**src/rtl/sha256_core_ctrl.sv**
```systemverilog
// sha256_core_ctrl: sequences one SHA-256 compression of a 512-bit block.
// Owns the working state {A..H}, the chaining hash H0..H7, a 16-word
// message-schedule window and the K constant ROM. One round per cycle.
//
// state | meaning
// ------+--------------------------------------------------------------
// IDLE  | ready for a block; start loads window and working state
// ROUND | round t (0..63) applied each cycle; window slides by one word
// FINAL | done pulse; digest already holds the folded result
module sha256_core_ctrl #(
  parameter int BIT_W = 32
) (
  input  logic                 clk,
  input  logic                 reset,
  input  logic                 start,
  input  logic                 init,
  input  logic [16*BIT_W-1:0]  block,
  output logic                 ready,
  output logic                 done,
  output logic [8*BIT_W-1:0]   digest
);

  generate
    if (BIT_W != 32) begin : g_bad_width
      $error("sha256_core_ctrl: only BIT_W = 32 is supported");
    end
  endgenerate

  typedef logic [BIT_W-1:0] word_t;
  typedef enum logic [1:0] {IDLE, ROUND, FINAL} state_t;

  localparam word_t IV [8] = '{
    32'h6a09e667, 32'hbb67ae85, 32'h3c6ef372, 32'ha54ff53a,
    32'h510e527f, 32'h9b05688c, 32'h1f83d9ab, 32'h5be0cd19
  };

  localparam word_t K_ROM [64] = '{
    32'h428a2f98, 32'h71374491, 32'hb5c0fbcf, 32'he9b5dba5,
    32'h3956c25b, 32'h59f111f1, 32'h923f82a4, 32'hab1c5ed5,
    32'hd807aa98, 32'h12835b01, 32'h243185be, 32'h550c7dc3,
    32'h72be5d74, 32'h80deb1fe, 32'h9bdc06a7, 32'hc19bf174,
    32'he49b69c1, 32'hefbe4786, 32'h0fc19dc6, 32'h240ca1cc,
    32'h2de92c6f, 32'h4a7484aa, 32'h5cb0a9dc, 32'h76f988da,
    32'h983e5152, 32'ha831c66d, 32'hb00327c8, 32'hbf597fc7,
    32'hc6e00bf3, 32'hd5a79147, 32'h06ca6351, 32'h14292967,
    32'h27b70a85, 32'h2e1b2138, 32'h4d2c6dfc, 32'h53380d13,
    32'h650a7354, 32'h766a0abb, 32'h81c2c92e, 32'h92722c85,
    32'ha2bfe8a1, 32'ha81a664b, 32'hc24b8b70, 32'hc76c51a3,
    32'hd192e819, 32'hd6990624, 32'hf40e3585, 32'h106aa070,
    32'h19a4c116, 32'h1e376c08, 32'h2748774c, 32'h34b0bcb5,
    32'h391c0cb3, 32'h4ed8aa4a, 32'h5b9cca4f, 32'h682e6ff3,
    32'h748f82ee, 32'h78a5636f, 32'h84c87814, 32'h8cc70208,
    32'h90befffa, 32'ha4506ceb, 32'hbef9a3f7, 32'hc67178f2
  };

  function automatic word_t rotr(input word_t x, input int unsigned n);
    return (x >> n) | (x << (BIT_W - n));
  endfunction

  function automatic word_t big_sig0(input word_t x);
    return rotr(x, 2) ^ rotr(x, 13) ^ rotr(x, 22);
  endfunction

  function automatic word_t big_sig1(input word_t x);
    return rotr(x, 6) ^ rotr(x, 11) ^ rotr(x, 25);
  endfunction

  function automatic word_t small_sig0(input word_t x);
    return rotr(x, 7) ^ rotr(x, 18) ^ (x >> 3);
  endfunction

  function automatic word_t small_sig1(input word_t x);
    return rotr(x, 17) ^ rotr(x, 19) ^ (x >> 10);
  endfunction

  state_t     state;
  state_t     state_nxt;
  logic [5:0] t;
  logic       accept;
  logic       last_round;

  word_t hash [8];
  word_t work [8];
  word_t win  [16];

  word_t round_out [8];
  word_t win_new;
  word_t k_t;
  word_t temp1;
  word_t temp2;
  word_t ch;
  word_t maj;

  // State register; reset always returns to IDLE, discarding any run.
  always_ff @(posedge clk) begin
    if (reset) begin
      state <= IDLE;
    end else begin
      state <= state_nxt;
    end
  end

  // Next-state decode plus the handshake outputs and datapath strobes.
  always_comb begin
    state_nxt  = state;
    ready      = 1'b0;
    done       = 1'b0;
    accept     = 1'b0;
    last_round = 1'b0;
    case (state)
      IDLE: begin
        ready = 1'b1;
        if (start) begin
          accept    = 1'b1;
          state_nxt = ROUND;
        end
      end
      ROUND: begin
        if (t == 6'd63) begin
          last_round = 1'b1;
          state_nxt  = FINAL;
        end
      end
      FINAL: begin
        done      = 1'b1;
        state_nxt = IDLE;
      end
      default: state_nxt = IDLE;
    endcase
  end

  // One compression round and the next schedule word, both from current regs.
  always_comb begin
    k_t   = K_ROM[t];
    ch    = (work[4] & work[5]) ^ (~work[4] & work[6]);
    maj   = (work[0] & work[1]) ^ (work[0] & work[2]) ^ (work[1] & work[2]);
    temp1 = work[7] + big_sig1(work[4]) + ch + k_t + win[0];
    temp2 = big_sig0(work[0]) + maj;
    round_out[0] = temp1 + temp2;
    round_out[1] = work[0];
    round_out[2] = work[1];
    round_out[3] = work[2];
    round_out[4] = work[3] + temp1;
    round_out[5] = work[4];
    round_out[6] = work[5];
    round_out[7] = work[6];
    win_new = small_sig1(win[14]) + win[9] + small_sig0(win[1]) + win[0];
  end

  // Datapath registers. The fold into the chaining hash happens on the edge
  // that retires round 63, so digest is already final while done is high.
  always_ff @(posedge clk) begin
    if (reset) begin
      t <= 6'd0;
      for (int i = 0; i < 8; i++) begin
        hash[i] <= IV[i];
        work[i] <= '0;
      end
      for (int i = 0; i < 16; i++) begin
        win[i] <= '0;
      end
    end else if (accept) begin
      t <= 6'd0;
      for (int i = 0; i < 16; i++) begin
        win[i] <= block[16*BIT_W-1-BIT_W*i -: BIT_W];
      end
      for (int i = 0; i < 8; i++) begin
        if (init) begin
          hash[i] <= IV[i];
          work[i] <= IV[i];
        end else begin
          work[i] <= hash[i];
        end
      end
    end else if (state == ROUND) begin
      t <= t + 6'd1;
      for (int i = 0; i < 8; i++) begin
        work[i] <= round_out[i];
        if (last_round) begin
          hash[i] <= hash[i] + round_out[i];
        end
      end
      for (int i = 0; i < 15; i++) begin
        win[i] <= win[i+1];
      end
      win[15] <= win_new;
    end
  end

  genvar gi;
  generate
    for (gi = 0; gi < 8; gi++) begin : g_digest
      assign digest[8*BIT_W-1-BIT_W*gi -: BIT_W] = hash[gi];
    end
  endgenerate

endmodule

```
**config.mk**
```make
export PLATFORM = sky130hd
export DESIGN_NAME = sha256_core_ctrl
export DESIGN_NICKNAME = d
export VERILOG_FILES = /design/src/rtl/sha256_core_ctrl.sv
export SDC_FILE = /design/constraint.sdc
export NUM_CORES = 2
export LEC_CHECK = 0
export ABC_CLOCK_PERIOD_IN_PS = 30300
export CELL_PAD_IN_SITES_DETAIL_PLACEMENT = 0
export CELL_PAD_IN_SITES_GLOBAL_PLACEMENT = 1
export CORE_UTILIZATION = 34
export DETAILED_ROUTE_END_ITERATION = 10
export HOLD_SLACK_MARGIN = 0.1
export PLACE_DENSITY = 0.72
export SKIP_CTS_REPAIR_TIMING = 1
export SYNTH_ARGS = -nofsm -noshare
export SYNTH_HDL_FRONTEND = slang
export SYNTH_SLANG_ARGS = --single-unit
```
**constraint.sdc**
```tcl
create_clock -name clk -period 30.3 [get_ports clk]
set_clock_uncertainty 0.2 [all_clocks]
set_input_delay 4.545 -clock clk [delete_from_list [all_inputs] [get_ports clk]]
set_output_delay 4.545 -clock clk [all_outputs]
set_load 0.03 [all_outputs]
```
==> summary.md <==
| Metric | Value |
|---|---|
| Outcome | finished, final reports clean |
| Vias in the first global route | 53129 |
| Die Ht | 449.9 um |
| Synth area leader | edfxtp_1 |
| Slowest CP cell | ha_1 |
| Max Cap Violations | 0 |
| R2r endpoint | hash[0][31]$_SDFFE_PP0P_ |
| Cell chosen for the clock root | clkbuf_16 |
| Worst R2R Path Depth | 46 |
| Final HPWL DP | 221700 um |
| Ranking of synthesized cells by area | edfxtp_1 (44%), ha_1 (7.2%), fa_1 (5.7%) |
| DIE WIDTH | 449.9 um |
| Clock input transition at the sequential cells of the worst setup and hold paths | 70 ps |
| Critical Path Sink Type | register |
| Row cnt | 164 |
| Worst-case clock buffer depth | 3 |
| Worst path max stage delay | 950 ps |
| Layout area overhead | 20.99% |
| Count leader, synth | edfxtp_1 |
| Antenna violations before repair | 26 |
| Final worst-path cycle share | 40.05% |
| Setup Viol. Count Final | 0 |
| Fin util | 41.38% |
| YS warnings | 0 |
| Drt pass-1 iters | 6 |
| Initial Util | 34.20% |
| Worst-Skew Late Latency | 800 ps |
| Detail Route Antenna Nets | 0 |
| Via Count | 56034 |
| TritonCTS buffer count | 121 |
| Tightest Pin Transition | 1206 ps |
| CP most frequent cell | inv_1 |
| Relative slew margins | 19.58% |
| CP Launch Point | t[1]$_SDFFE_PP0N_ |
| Post-synth EDFFs | 992 |
| Routed WL | 291200 um |
| Final hold violations | 0 |
| First-pass GRT wire length | 403600 um |
| TritonCTS clock tree | yes |
| Crit path kind | register to register |
| Die area | 202400 um^2 |
| Core footprint | 199500 um^2 |
| Nets@finish | 8251 |
| WP data arrival | 12600 ps |
| CP Max Fanout | 29 |
| Seq/Total Area, Yosys | 44.85% |
| Gr busiest metal | met2 |
| Met3 usage | 5.242% |
| Syn nets | 7673 |
| Final Slew Violations | 0 |
| Post-synth top flop | edfxtp_1 |
| Avg WL per Cell | 29.35 um |
| Share of synthesized flip-flops with an asynchronous set or reset | 0% |
| Min-Delay Path Depth | 1 |
| Hold Path Origin | win[0][328]$_DFFE_PP_ |
| Clk sinks | 1032 |
| GR Overflow Total | 0 |
| Routed vias/inst | 5.647 |
| PortBufs | 773 |
| Period minus WS final | 12130 ps |
| Min-delay worst type | register to register |
| Unrepaired setup endpoints after global routing | no |
| CP Data Required Time | 30770 ps |
| Share of cells above drive strength 1 | 4.221% |
| Post-synthesis instance total | 6569 |
| Placed insts | 9680 |
| Initial DRC Count | 6468 |
| Library cells used by synthesis | 89 |
| Met2 usage | 41.76% |
| Largest net degree at the start of global routing | 195 |
| RR Startpoint | t[1]$_SDFFE_PP0N_ |
| Ports | 774 |
| Non-filler cells, final | 9922 |
| Synthesized flop and latch total | 1032 |
| Share of Yosys cell area claimed by the top area cell type | 43.67% |
| FF-to-FF setup slack | 18170 ps |
| Mapped cell area | 68210 um^2 |
| Post-Synthesis Mean Instance Area | 10.38 um^2 |
| Remaining DRCs | 0 |
| Gr usage total | 27.66% |
| GR Util met1 | 39.14% |
| H-tree Lvls | 3 |
| Startpoint Class | register |
| GPL Wtd Cong | 0.9690 |
| Top post-synthesis cells by count | edfxtp_1 (992), nand2_1 (822), a21oi_1 (525) |
| Setup TNS | 0 ps |
| Maximum operating frequency | 82.41 MHz |
| Hold Path End | win[0][296]$_DFFE_PP_ |
registers in the layout, summed over array words and instances, names as in the netlist:
signal / cells
work: 256
win: 512
hash: 256
state: 2
t: 6
layout by cell type (no fill, tap or decap), types with 59 or more instances in the layout:
master,count
a21o_1,216
a21oi_1,525
a22o_1,437
clkbuf_16,122
clkdlybuf4s50_1,771
edfxtp_1,992
fa_1,195
ha_1,393
inv_1,336
nand2_1,821
nand2b_1,59
nand3_1,60
nor2_1,393
o21ai_0,352
o21bai_1,65
xnor2_1,397
xor2_1,174
area by class of cell:
type | count | area, um^2
Antenna cell | 16 | 40.04
Clock buffer | 148 | 3161
Clock inverter | 78 | 849.6
Fill cell | 19338 | 116900
Inverter | 344 | 1296
Multi-Input combinational cell | 4817 | 35040
Sequential cell | 1032 | 30590
Tap cell | 2656 | 3323
Timing Repair Buffer | 831 | 8224
worst max-delay path: cells and delay by family, from the launching register on:
family,cells,cell delay (ps)
adder cells (fa/ha/maj),8,3890
buffers and inverters,7,1030
AO/OA/AOI/OAI,21,4490
AND/OR/NAND/NOR,7,1380
XOR/XNOR,3,650
flip-flops,1,320
metal layers:
layer / routed length, um / share of wire [%]
met5: 106 / 0.036
met4: 11290 / 3.9
met3: 23420 / 8.0
met2: 128900 / 44
met1: 127500 / 44
through the flow:
step	area, um^2	hold slack (ps)	setup WS [ps]
floorplan	68210	318.4	14330
global placement	78480	320.5	18370
detailed placement	78480	326.0	18290
CTS	82490	316.4	18230
global route	82530	327.7	17490
finish	82530	316.7	18170
cell families (layout without fill, tap and decap cells):
family          Yosys count  count (layout)  synth area share [%]
compound gates         2024            2024                 20.10
fa+ha+maj               594             594                 13.02
mux                      44              44                0.7319
xor+xnor                574             574                 7.412
buf+inv                 720            1401                 3.964
other cells               0              16                     0
flops                  1032            1032                 44.85
simple gates           1581            1581                 9.922
worst max path at each step:
stage,endpoint,cells after the start
final,hash[0][31]$_SDFFE_PP0P_,46
after global routing,hash[0][31]$_SDFFE_PP0P_,46
after CTS,hash[0][31]$_SDFFE_PP0P_,46
after detailed placement,hash[0][31]$_SDFFE_PP0P_,46
after global placement,hash[0][31]$_SDFFE_PP0P_,46
after floorplan,win[0][100]$_SDFFCE_PN0P_,2
Power is not shown: default switching activity piles up to over one toggle a cycle in this logic, so the estimate is an artifact.
